===== src/rtl/peridot_pfc_cmdbridge.sv =====
// Avalon-MM slave bridging CPU register accesses onto the 37-bit PFC command bus.
// One transfer in flight; the master is stalled with waitrequest until the DONE cycle.
module peridot_pfc_cmdbridge #(
    parameter int READ_WAIT = 1
) (
    input  logic        csi_clk,
    input  logic        rsi_reset,
    input  logic [3:0]  avs_address,
    input  logic        avs_read,
    input  logic        avs_write,
    input  logic [31:0] avs_writedata,
    output logic [31:0] avs_readdata,
    output logic        avs_waitrequest,
    output logic        coe_pfc_clk,
    output logic        coe_pfc_reset,
    output logic [36:0] coe_pfc_cmd,
    input  logic [31:0] coe_pfc_resp
);

    typedef enum logic [1:0] {
        S_IDLE = 2'd0,
        S_WR   = 2'd1,
        S_RD   = 2'd2,
        S_DONE = 2'd3
    } state_t;

    localparam logic [2:0] L_READ_WAIT = 3'(READ_WAIT);

    state_t      r_state;
    logic [2:0]  r_cnt;
    logic [36:0] r_cmd;
    logic [31:0] r_rdata;
    logic        r_wait;
    logic        r_pfc_reset;

    // The command register doubles as the address/data latch for the transfer.
    always_ff @(posedge csi_clk) begin
        if (rsi_reset) begin
            r_state <= S_IDLE;
            r_cnt   <= 3'd0;
            r_cmd   <= 37'd0;
            r_rdata <= 32'd0;
            r_wait  <= 1'b1;
        end else begin
            case (r_state)
                S_IDLE: begin
                    r_wait <= 1'b1;
                    if (avs_write) begin
                        r_cmd   <= {1'b1, avs_address, avs_writedata};
                        r_state <= S_WR;
                    end else if (avs_read) begin
                        r_cmd   <= {1'b0, avs_address, 32'd0};
                        r_cnt   <= L_READ_WAIT;
                        r_state <= S_RD;
                    end
                end
                S_WR: begin
                    r_cmd[36] <= 1'b0;
                    r_wait    <= 1'b0;
                    r_state   <= S_DONE;
                end
                S_RD: begin
                    if (r_cnt == 3'd0) begin
                        r_rdata <= coe_pfc_resp;
                        r_wait  <= 1'b0;
                        r_state <= S_DONE;
                    end else begin
                        r_cnt <= r_cnt - 3'd1;
                    end
                end
                S_DONE: begin
                    r_wait  <= 1'b1;
                    r_state <= S_IDLE;
                end
                default: begin
                    r_wait  <= 1'b1;
                    r_state <= S_IDLE;
                end
            endcase
        end
    end

    // Downstream reset is a plain one-cycle delay of the bus reset.
    always_ff @(posedge csi_clk) begin
        r_pfc_reset <= rsi_reset;
    end

    assign coe_pfc_clk     = csi_clk;
    assign coe_pfc_reset   = r_pfc_reset;
    assign coe_pfc_cmd     = r_cmd;
    assign avs_readdata    = r_rdata;
    assign avs_waitrequest = r_wait;

endmodule


===== config.mk =====
export PLATFORM = sky130hd
export DESIGN_NAME = peridot_pfc_cmdbridge
export DESIGN_NICKNAME = d
export VERILOG_FILES = /design/src/rtl/peridot_pfc_cmdbridge.sv
export SDC_FILE = /design/constraint.sdc
export NUM_CORES = 1
export LEC_CHECK = 0
export CELL_PAD_IN_SITES_DETAIL_PLACEMENT = 1
export CELL_PAD_IN_SITES_GLOBAL_PLACEMENT = 2
export CORE_ASPECT_RATIO = 0.6
export CORE_MARGIN = 4
export CORE_UTILIZATION = 21
export DETAILED_ROUTE_END_ITERATION = 8
export PLACE_DENSITY_LB_ADDON = 0.1
export RECOVER_POWER = 25
export SETUP_SLACK_MARGIN = 0.2
export SLEW_MARGIN = 20
export SYNTH_ARGS = -nofsm -noshare
export SYNTH_HDL_FRONTEND = slang
export SYNTH_SLANG_ARGS = --single-unit

===== constraint.sdc =====
create_clock -name csi_clk -period 2.25 [get_ports csi_clk]
set_input_delay 0.45 -clock csi_clk [delete_from_list [all_inputs] [get_ports csi_clk]]
set_output_delay 0.45 -clock csi_clk [all_outputs]
set_load 0.005 [all_outputs]

==> results of run 1 <==
-- worst register-to-register path: cells and delay by family, from the launching register on --
family                     cells  cell delay (ps)
buffers and inverters          2              790
DFF                            1              370
muxes                          1              290
adders and majority gates      1              260
AOI/OAI and AO/OA              1               60
and+or+nand+nor                1               60
-- through the flow --
stage | area (um^2) | instances | utilization (%) | hold slack [ps]
final | 4760 | 628 | 36.9 | 376
after global routing | 4760 | 628 | 36.9 | 452
after CTS | 4780 | 628 | 37.1 | 391
after detailed placement | 4360 | 609 | 33.9 | 448
after global placement | 4360 | 609 | 33.9 | 441
after floorplan | 2790 | 314 | - | 435
-- per-layer routing --
layer,GRT usage [%],vias up,wire (um)
met5,0,-,0
met4,3.73,0,102
met3,8.14,9,912
met2,19.4,72,4340
met1,16.4,1246,4250
li1,-,1320,-
-- cell type report --
type                       count  area share (%)
clock inverter                 3            1.42
clock buffer                  17            7.47
timing repair buffer         147            30.4
multi-input combinational    208            23.7
inverter                       7           0.552
tap                          170            4.47
sequential                    76            32.0
-- how the worst min path moves through the flow --
stage                             startpoint                       endpoint  slack (ps)  cells after the start
2_1_floorplan          r_cnt[1]$_SDFFE_PP0P_          r_cnt[1]$_SDFFE_PP0P_         430                      2
3_3_place_gp   avs_readdata[29]$_SDFFE_PP0P_  avs_readdata[29]$_SDFFE_PP0P_         440                      2
3_5_place_dp   avs_readdata[11]$_SDFFE_PP0P_  avs_readdata[11]$_SDFFE_PP0P_         450                      2
4_1_cts                            rsi_reset   avs_waitrequest$_SDFFE_PP1P_         390                      3
5_1_grt                            rsi_reset   avs_waitrequest$_SDFFE_PP1P_         450                      3
6_report                           rsi_reset   avs_waitrequest$_SDFFE_PP1P_         380                      3
-- Yosys cell counts (2+ instances only) --
| library cell | instances | area share (%) |
|---|---|---|
| dfxtp_1 | 76 | 55 |
| nor2b_1 | 2 | 0.45 |
| nand2_1 | 70 | 9.4 |
| a21oi_1 | 33 | 5.9 |
| ha_1 | 6 | 2.7 |
| a22oi_1 | 32 | 8.6 |
| mux2i_1 | 7 | 2.5 |
| nand3b_1 | 2 | 0.54 |
| buf_2 | 10 | 1.8 |
| clkbuf_1 | 11 | 1.5 |
| nand2b_1 | 3 | 0.67 |
| inv_1 | 7 | 0.94 |
| nor2_1 | 40 | 5.4 |
-- kinds of logic after synthesis --
| kind of cell | count (synthesis) |
|---|---|
| AND/OR/NAND/NOR | 122 |
| flip-flops | 76 |
| AO/OA/AOI/OAI | 73 |
| buffers and inverters | 30 |
| multiplexers | 7 |
| adder cells (fa/ha/maj) | 6 |
-- registers in the layout, summed over array words and instances, names as in the netlist --
| register | flops |
|---|---|
| r_cnt | 3 |
| coe_pfc_cmd | 37 |
| avs_readdata | 32 |
| avs_waitrequest | 1 |
| r_state | 2 |
| coe_pfc_reset | 1 |
-- power groups by stage --
stage               Combinational [uW]  Clock [uW]  Sequential, uW
floorplan                         1000        28.8            1850
global placement                  1960        37.4            1830
detailed placement                1990        37.4            1840
CTS                               2000        1990            1820
global route                      2150        2040            1860
finish                            1910        1910            1820
-- placed cells by master, fill, tap and decap left out --
cell,n
mux2i_1,7
buf_2,1
clkdlybuf4s50_1,141
clkdlybuf4s15_1,1
o211ai_1,1
and2_1,1
a32oi_1,1
clkbuf_2,2
nor2b_1,2
dfxtp_1,76
ha_1,6
o21ai_0,1
buf_4,3
a31oi_1,1
clkinvlp_4,1
nor2_1,40
bufinv_16,2
nand2_1,70
o41ai_1,1
nand3b_1,2
and2_0,1
a21oi_1,33
nand3_1,1
nor4_4,1
o21ba_1,1
a22oi_1,32
and2_4,1
clkbuf_1,1
clkbuf_8,3
o21ai_4,1
clkbuf_16,12
nand2b_1,3
a21o_1,1
inv_1,7
==> results.ini, run 1 <==
[timing]
finalSetupTns_ps = 0
maxSlewHeadroom_pct = 25.9
rsz0062_at_grt = false
fin_worst_skew_ps = 4.97
setup_slack_ps = 229
hold_violations = 0
setup_viol = 0
slew_viol_final = 0
worst_pin_slew_ps = 1110

[synthesis]
synth_xor_area_share_pct = 0
syn-cell-area_mm2 = 0.00279
synth_compound_area_share_pct = 17.1
yosys.area_share.simple_pct = 18.2
synth_edf_count = 0
yosysWarnings = 0
async_flop_share_pct = 0
ys_types = 28
synth_top_family_by_area = simple AND/OR/NAND/NOR gates
syn_area_per_cell_um2 = 8.87
synthFlopType = dfxtp_1
synth_mux_area_share_pct = 2.52
synthAdderAreaFrac_pct = 2.70
ys_ff_latch = 76
ys_seq_area_share_pct = 54.6
synthCells = 314
synth_fp_nets = 392

[worst_setup_path]
worstSetupStartpointType = clock port
endpoint = coe_pfc_clk
cp_data_arrival_time_ps = 1570
critical_path_buf_inv_count = 3
crit_path_max_incr_delay_ps = 200
crit_top_cell = clkbuf_16
crit_fanout = 2
crit_slowest_cell = clkdlybuf4s15_1
crit_type = clk2out
r2r_start = r_state[0]$_SDFFE_PP0P_
r2r_end = coe_pfc_cmd[35]$_SDFFE_PP0P_
endpoint_kind = primary output
r2r_cells = 6
startpoint = csi_clk
crit_family = buffers and inverters
worstPathRequired_ps = 1800
r2r_slack_ps = 270
crit_cells = 3
cp_cell_sequence = clkbuf_16, clkbuf_16, clkdlybuf4s15_1

[run_status]
status = completed

[power_and_ir_drop]
p_int_uw = 3940
power.static_leakage_uw = 0.00174
power.total_uw = 5630
swShare_pct = 30.0
pwr-share-comb_pct = 33.9
switching_power_uw = 1690
pwr-share-clk_pct = 33.9
seqPwrFrac_pct = 32.2
powerDensity_mw_per_mm2 = 1180
vdd_drop_max_uv = 492

[routing]
totalWireLength_um = 9600
vias = 2647
vias_per_cell = 4.21
drtAntennaViolNets = 0
drc = 0
drt_iter0_drc = 63
wl_per_cell_um = 15.3
first_pass_iters = 4

[clock_tree]
tritoncts = done
cts.clk_slew.worst_paths_ps = 60
clk_latency_ps = 440
post_cts_buffers = 0
cts_resized = 2
cts_hold_buffers = 0

[floorplanning]
start_util_pct = 21.6
ios = 144
die_h_um = 97.2
core_mm2 = 0.0129
dieArea_mm2 = 0.0152
die_w_um = 157
row_count = 32

[final_layout]
areaGrowthSynthToFinish_pct = 70.9
multi_input_area_mm2 = 0.00113
antenna_cells = 0
fin_nets = 531
nFillCells = 1477
drive_gt1_share_pct = 5.90
final-seq-area_mm2 = 0.00152

[placed_design]
hpwlAfterDp_um = 6610
gp_congestion = 0.701
post-place-ws_ps = 201
portBuffers = 143

[run]
cap_violations = 0

[global_route]
grt.total_usage_pct = 13.3
grt_max_degree = 52
grt_overflow = 0
grt_pass1_wl_um = 15800
grt_pass1_vias = 2968
antenna_found_initial = 0

[hold_path]
worstHoldPathType = in2reg

(Power assumes the default switching activity.)
==> run 2, diff against run 1 <==
ABC_AREA = 1   (was not set)
ABC_CLOCK_PERIOD_IN_PS = 2250   (was not set)
==> run 2 against run 1 <==
Against the previous run: via count rose by 7.6%; non-clock buffer count did not move; clock skew fell by 0.82 ps; cell count rose by 8.1%; hold slack improved by 83 ps; worst setup slack improved by 3.1 ps.
==> results.ini, run 2 <==
[synthesis]
synth.most_common_cell = nand2_1
syn_area_per_cell_um2 = 7.80
synth_top_cell_area_share_pct = 53.5
ys_ff_latch = 76
synthTopCellsByArea = dfxtp_1 (53%), nand2_1 (11%), nor2_1 (10%)
async_flop_share_pct = 0
synth_mux_area_share_pct = 0
yosysTopAreaCell = dfxtp_1
synthAdderAreaFrac_pct = 2.64
synth_edf_count = 0
syn-cell-area_mm2 = 0.00285
synth_compound_area_share_pct = 13.7
synth_commonest_cells = nand2_1 (81), nor2_1 (78), dfxtp_1 (76)
yosys.area_share.simple_pct = 23.0
synthCells = 365
synthFlopType = dfxtp_1
yosysWarnings = 0
synth_top_family_by_area = simple AND/OR/NAND/NOR gates
synth_fp_nets = 443
ys_types = 20
ys_seq_area_share_pct = 53.5
synth_xor_area_share_pct = 0

[worst_setup_path]
crit_top_cell = clkbuf_16
cp_cell_sequence = clkbuf_16, clkbuf_16, clkdlybuf4s15_1
crit_type = clk2out
crit_fanout = 2
crit_family = buffers and inverters
worstSetupStartpointType = clock port
crit_slowest_cell = clkdlybuf4s15_1
endpoint_kind = primary output
worstPathRequired_ps = 1800
critical_path_buf_inv_count = 3
crit_path_max_incr_delay_ps = 190
cp_data_arrival_time_ps = 1570

[timing]
rsz0062_at_grt = false
worst_pin_slew_ps = 762
maxSlewHeadroom_pct = 49.2
finalSetupTns_ps = 0
setup_slack_ps = 232
slew_viol_final = 0
hold_violations = 0
fin_worst_skew_ps = 4.15
setup_viol = 0

[global_route]
grt_max_degree = 42
grtUsageMet3_pct = 4.30
met1_usage_pct = 17.0
grt_pass1_vias = 2975
busiest_layer = met2
grt_overflow = 0
antenna_found_initial = 0
grt_pass1_wl_um = 15800
met2_usage_pct = 20.2
grt.total_usage_pct = 13.1

[power_and_ir_drop]
powerDensity_mw_per_mm2 = 1240
power.total_uw = 5990
pwr-share-comb_pct = 33.1
swShare_pct = 28.8
seqPwrFrac_pct = 32.0
pwr-share-clk_pct = 34.9
vdd_drop_max_uv = 573
switching_power_uw = 1720
power.static_leakage_uw = 0.00185
p_int_uw = 4270

[floorplanning]
start_util_pct = 21.8
ios = 144
row_count = 32
die_w_um = 158
dieArea_mm2 = 0.0155
die_h_um = 98.2
core_mm2 = 0.0131

[routing]
totalWireLength_um = 9950
first_pass_iters = 4
vias_per_cell = 4.20
wl_per_cell_um = 14.7
drtAntennaViolNets = 0
drc = 0
drt_iter0_drc = 107
vias = 2849

[run_status]
status = completed

[placed_design]
portBuffers = 143
post-place-ws_ps = 261
gp_congestion = 0.725
hpwlAfterDp_um = 7070

[final_layout]
antenna_cells = 0
areaGrowthSynthToFinish_pct = 69.9
largest_reg_flops = 37
fin_nets = 583
layout_commonest_cell = clkdlybuf4s50_1
mostFrequentLayoutCells = clkdlybuf4s50_1 (142), nand2_1 (82), nor2_1 (78)
drive_gt1_share_pct = 5.89

[clock_tree]
cts.clk_slew.worst_paths_ps = 60
clk_latency_ps = 440
post_cts_buffers = 0
tritoncts = done

[hold_path]
worstHoldPathType = reg2reg

[run]
cap_violations = 0

==> run 2: changes by cell type after synthesis, sizes merged, moves of 4 or more <==
cell | previous run | this run
nand2 | 70 | 82
buf | 12 | 16
inv | 7 | 16
mux2i | 7 | 0
o21ai | 2 | 39
nor2 | 40 | 79
clkbuf | 11 | 6
a22oi | 32 | 0
==> run 2: metrics by stage <==
step	hold WS, ps	std cells	area (um^2)	util, %
finish	459	679	4830	37.0
global route	490	679	4830	37.0
CTS	465	679	4850	37.2
detailed placement	455	661	4410	33.8
global placement	448	661	4410	33.8
floorplan	455	365	2850	-
==> run 2: final cells by class <==
class | count | area [um^2]
fillers | 1523 | 8220
flip-flops and latches | 76 | 1520
repair buffers | 147 | 1470
multi-input cells | 251 | 1110
clock buffers | 15 | 338
well taps | 170 | 213
clock inverters | 4 | 120
inverters | 16 | 60.1
==> run 2: worst register-to-register path, cell delays in order, from the launching register on <==
cell and delay (ps):
dfxtp_1 330, inv_1 110, ha_1 230, nand2_1 120, clkinv_1 50, clkbuf_2 510
nand2_1 160, a21oi_1 180
==> run 2: routing by layer <==
metal | vias up | wire length, um
met4 | 0 | 155
li1 | 1432 | -
met2 | 69 | 4540
met3 | 14 | 528
met1 | 1334 | 4730
met5 | - | 0
==> run 2: power groups by stage <==
stage	Sequential, uW	Combinational [uW]	Clock (uW)
4_1_cts	1930	2060	2170
3_3_place_gp	1940	2020	37.4
6_report	1920	1980	2090
2_1_floorplan	1970	953	28.8
5_1_grt	1980	2230	2240
3_5_place_dp	1950	2060	37.4
==> run 2: logic make-up after synthesis <==
logic type                 after synthesis
AOI/OAI and AO/OA                       76
adders and majority gates                6
buffers and inverters                   38
DFF                                     76
and+or+nand+nor                        169
==> run 2: repair_timing <==
item | 4_1_cts | 5_1_grt
hold buffers | 0 | 0
setup endpoints to repair | 1 | 0
resized for setup | 2 | 0
==> run 2: final timing paths <==
check                                    start                      endpoint  slack [ps]  depth (start not counted)
hold reg to reg   coe_pfc_cmd[27]$_SDFFE_PP0P_  coe_pfc_cmd[27]$_SDFFE_PP0P_         460                          2
setup / recovery                       csi_clk                   coe_pfc_clk         230                          3
hold / removal    coe_pfc_cmd[27]$_SDFFE_PP0P_  coe_pfc_cmd[27]$_SDFFE_PP0P_         460                          2
setup reg to reg       r_state[0]$_SDFFE_PP0P_  coe_pfc_cmd[22]$_SDFFE_PP0P_         480                          7
==> run 3, diff against run 2 <==
CTS_BUF_LIST = sky130_fd_sc_hd__clkbuf_8   (was not set)
SETUP_SLACK_MARGIN = not set   (was 0.2)
==> run 3 against run 2 <==
Against the previous run: global-route usage is 0.091 points higher; die area stayed put; worst setup slack worse by 40 ps; first-iteration DRC count is 1.9% higher; clock power is 25% lower; final area is 2.8% lower; critical endpoint unchanged; largest cell class unchanged.
==> results.ini, run 3 (same netlist as run 2, synthesis figures left out) <==
[worst_setup_path]
crit_cells = 3
crit_path_max_incr_delay_ps = 250
cp_data_arrival_time_ps = 1610
crit_family = buffers and inverters
critical_path_buf_inv_count = 3
worstPathRequired_ps = 1800
r2r_cells = 7
cp_cell_sequence = clkbuf_8, clkbuf_8, dlygate4sd2_1
crit_type = clk2out
endpoint_kind = primary output
r2r_start = r_state[0]$_SDFFE_PP0P_
crit_slowest_cell = dlygate4sd2_1
worstSetupStartpointType = clock port
crit_fanout = 2
r2r_end = coe_pfc_cmd[23]$_SDFFE_PP0P_
crit_top_cell = clkbuf_8
r2r_slack_ps = 470

[final_layout]
fin_nets = 583
instances_no_fill = 679
multi_input_area_mm2 = 0.00111
nFillCells = 1533
drive_gt1_share_pct = 5.89
final_cell_area_mm2 = 0.00470
antenna_cells = 0
layout_commonest_cell = clkdlybuf4s50_1
areaGrowthSynthToFinish_pct = 65.1
mostFrequentLayoutCells = clkdlybuf4s50_1 (142), nand2_1 (82), nor2_1 (78)
largest_reg_flops = 37
final-seq-area_mm2 = 0.00152

[global_route]
grt.total_usage_pct = 13.2
grt_max_degree = 42
grt_pass1_wl_um = 15800
grt_overflow = 0
antenna_found_initial = 0
grt_pass1_vias = 2977

[timing]
hold_violations = 0
worst_pin_slew_ps = 772
maxSlewHeadroom_pct = 48.5
slew_viol_final = 0
finalSetupTns_ps = 0
setup_viol = 0
fin_worst_skew_ps = 8.51
rsz0062_at_grt = false

[placed_design]
placed_area_mm2 = 0.00441
portBuffers = 143
hpwlAfterDp_um = 7070
gp_congestion = 0.725
place_inst = 661

[routing]
vias_per_cell = 4.19
drc = 0
totalWireLength_um = 9960
drt_iter0_drc = 109
vias = 2848
wl_per_cell_um = 14.7
drtAntennaViolNets = 0
first_pass_iters = 4

[power_and_ir_drop]
switching_power_uw = 1670
p_int_uw = 3800
seqPwrFrac_pct = 35.0
pwr-share-clk_pct = 28.8
powerDensity_mw_per_mm2 = 1170
power.static_leakage_uw = 0.00179
power.total_uw = 5470
vdd_drop_max_uv = 575
swShare_pct = 30.5
pwr-share-comb_pct = 36.2

[clock_tree]
tritoncts = done
cts_hold_buffers = 0
clk_latency_ps = 450
post_cts_buffers = 0
cts_resized = 1
cts.clk_slew.worst_paths_ps = 80

[floorplanning]
ios = 144
start_util_pct = 21.8
core_mm2 = 0.0131
die_w_um = 158
die_h_um = 98.2
row_count = 32
dieArea_mm2 = 0.0155

[hold_path]
worstHoldPathType = reg2reg
hold_end = coe_pfc_cmd[15]$_SDFFE_PP0P_
worstHoldPathCells = 2
hold_path_startpoint = coe_pfc_cmd[15]$_SDFFE_PP0P_

[run]
cap_violations = 0

[run_status]
status = completed

-- run 3: cell count changes in the layout (fill, tap and decap cells not counted) --
cell | before | now
clkdlybuf4s15_1 | 1 | 0
clkbuf_16 | 12 | 0
clkbuf_8 | 2 | 14
dlygate4sd2_1 | 0 | 1
-- run 3: worst register-to-register path, cell delays in order, from the launching register on --
cell and delay (ps):
dfxtp_1 330, inv_1 110, ha_1 230, nand2_1 120, clkinv_1 50, clkbuf_2 510, nand2_1 140, a21oi_1 200
-- run 3: layer usage --
layer  up-vias  GRT usage [%]  wire (um)
met5         -              0          0
met4         0           5.31        131
met3        11           4.30        493
met2        68           20.2       4560
met1      1338           17.1       4780
li1       1431              -          -
-- run 3: metrics by stage --
step / util (%) / worst slack (ps) / hold slack [ps]
2_1_floorplan: - / 564 / 455
3_3_place_gp: 33.8 / 261 / 448
3_5_place_dp: 33.8 / 261 / 455
4_1_cts: 36.1 / 179 / 468
5_1_grt: 36.0 / 177 / 489
6_report: 36.0 / 193 / 463
-- run 3: power groups by stage --
stage	sequential (uW)	clock, uW	combinational [uW]
floorplan	1970	28.8	953
global placement	1940	37.4	2020
detailed placement	1950	37.4	2060
CTS	1930	1640	2060
global route	1980	1720	2230
finish	1920	1570	1980
-- run 3: layout make-up --
class | instances | area share [%]
flip-flops and latches | 76 | 32.4
inverters | 16 | 1.28
clock inverters | 4 | 2.56
repair buffers | 147 | 31.2
clock buffers | 15 | 4.29
well taps | 170 | 4.53
multi-input cells | 251 | 23.7
-- run 3: worst max-delay path by stage --
stage             from           to
2_1_floorplan  csi_clk  coe_pfc_clk
3_3_place_gp   csi_clk  coe_pfc_clk
3_5_place_dp   csi_clk  coe_pfc_clk
4_1_cts        csi_clk  coe_pfc_clk
5_1_grt        csi_clk  coe_pfc_clk
6_report       csi_clk  coe_pfc_clk
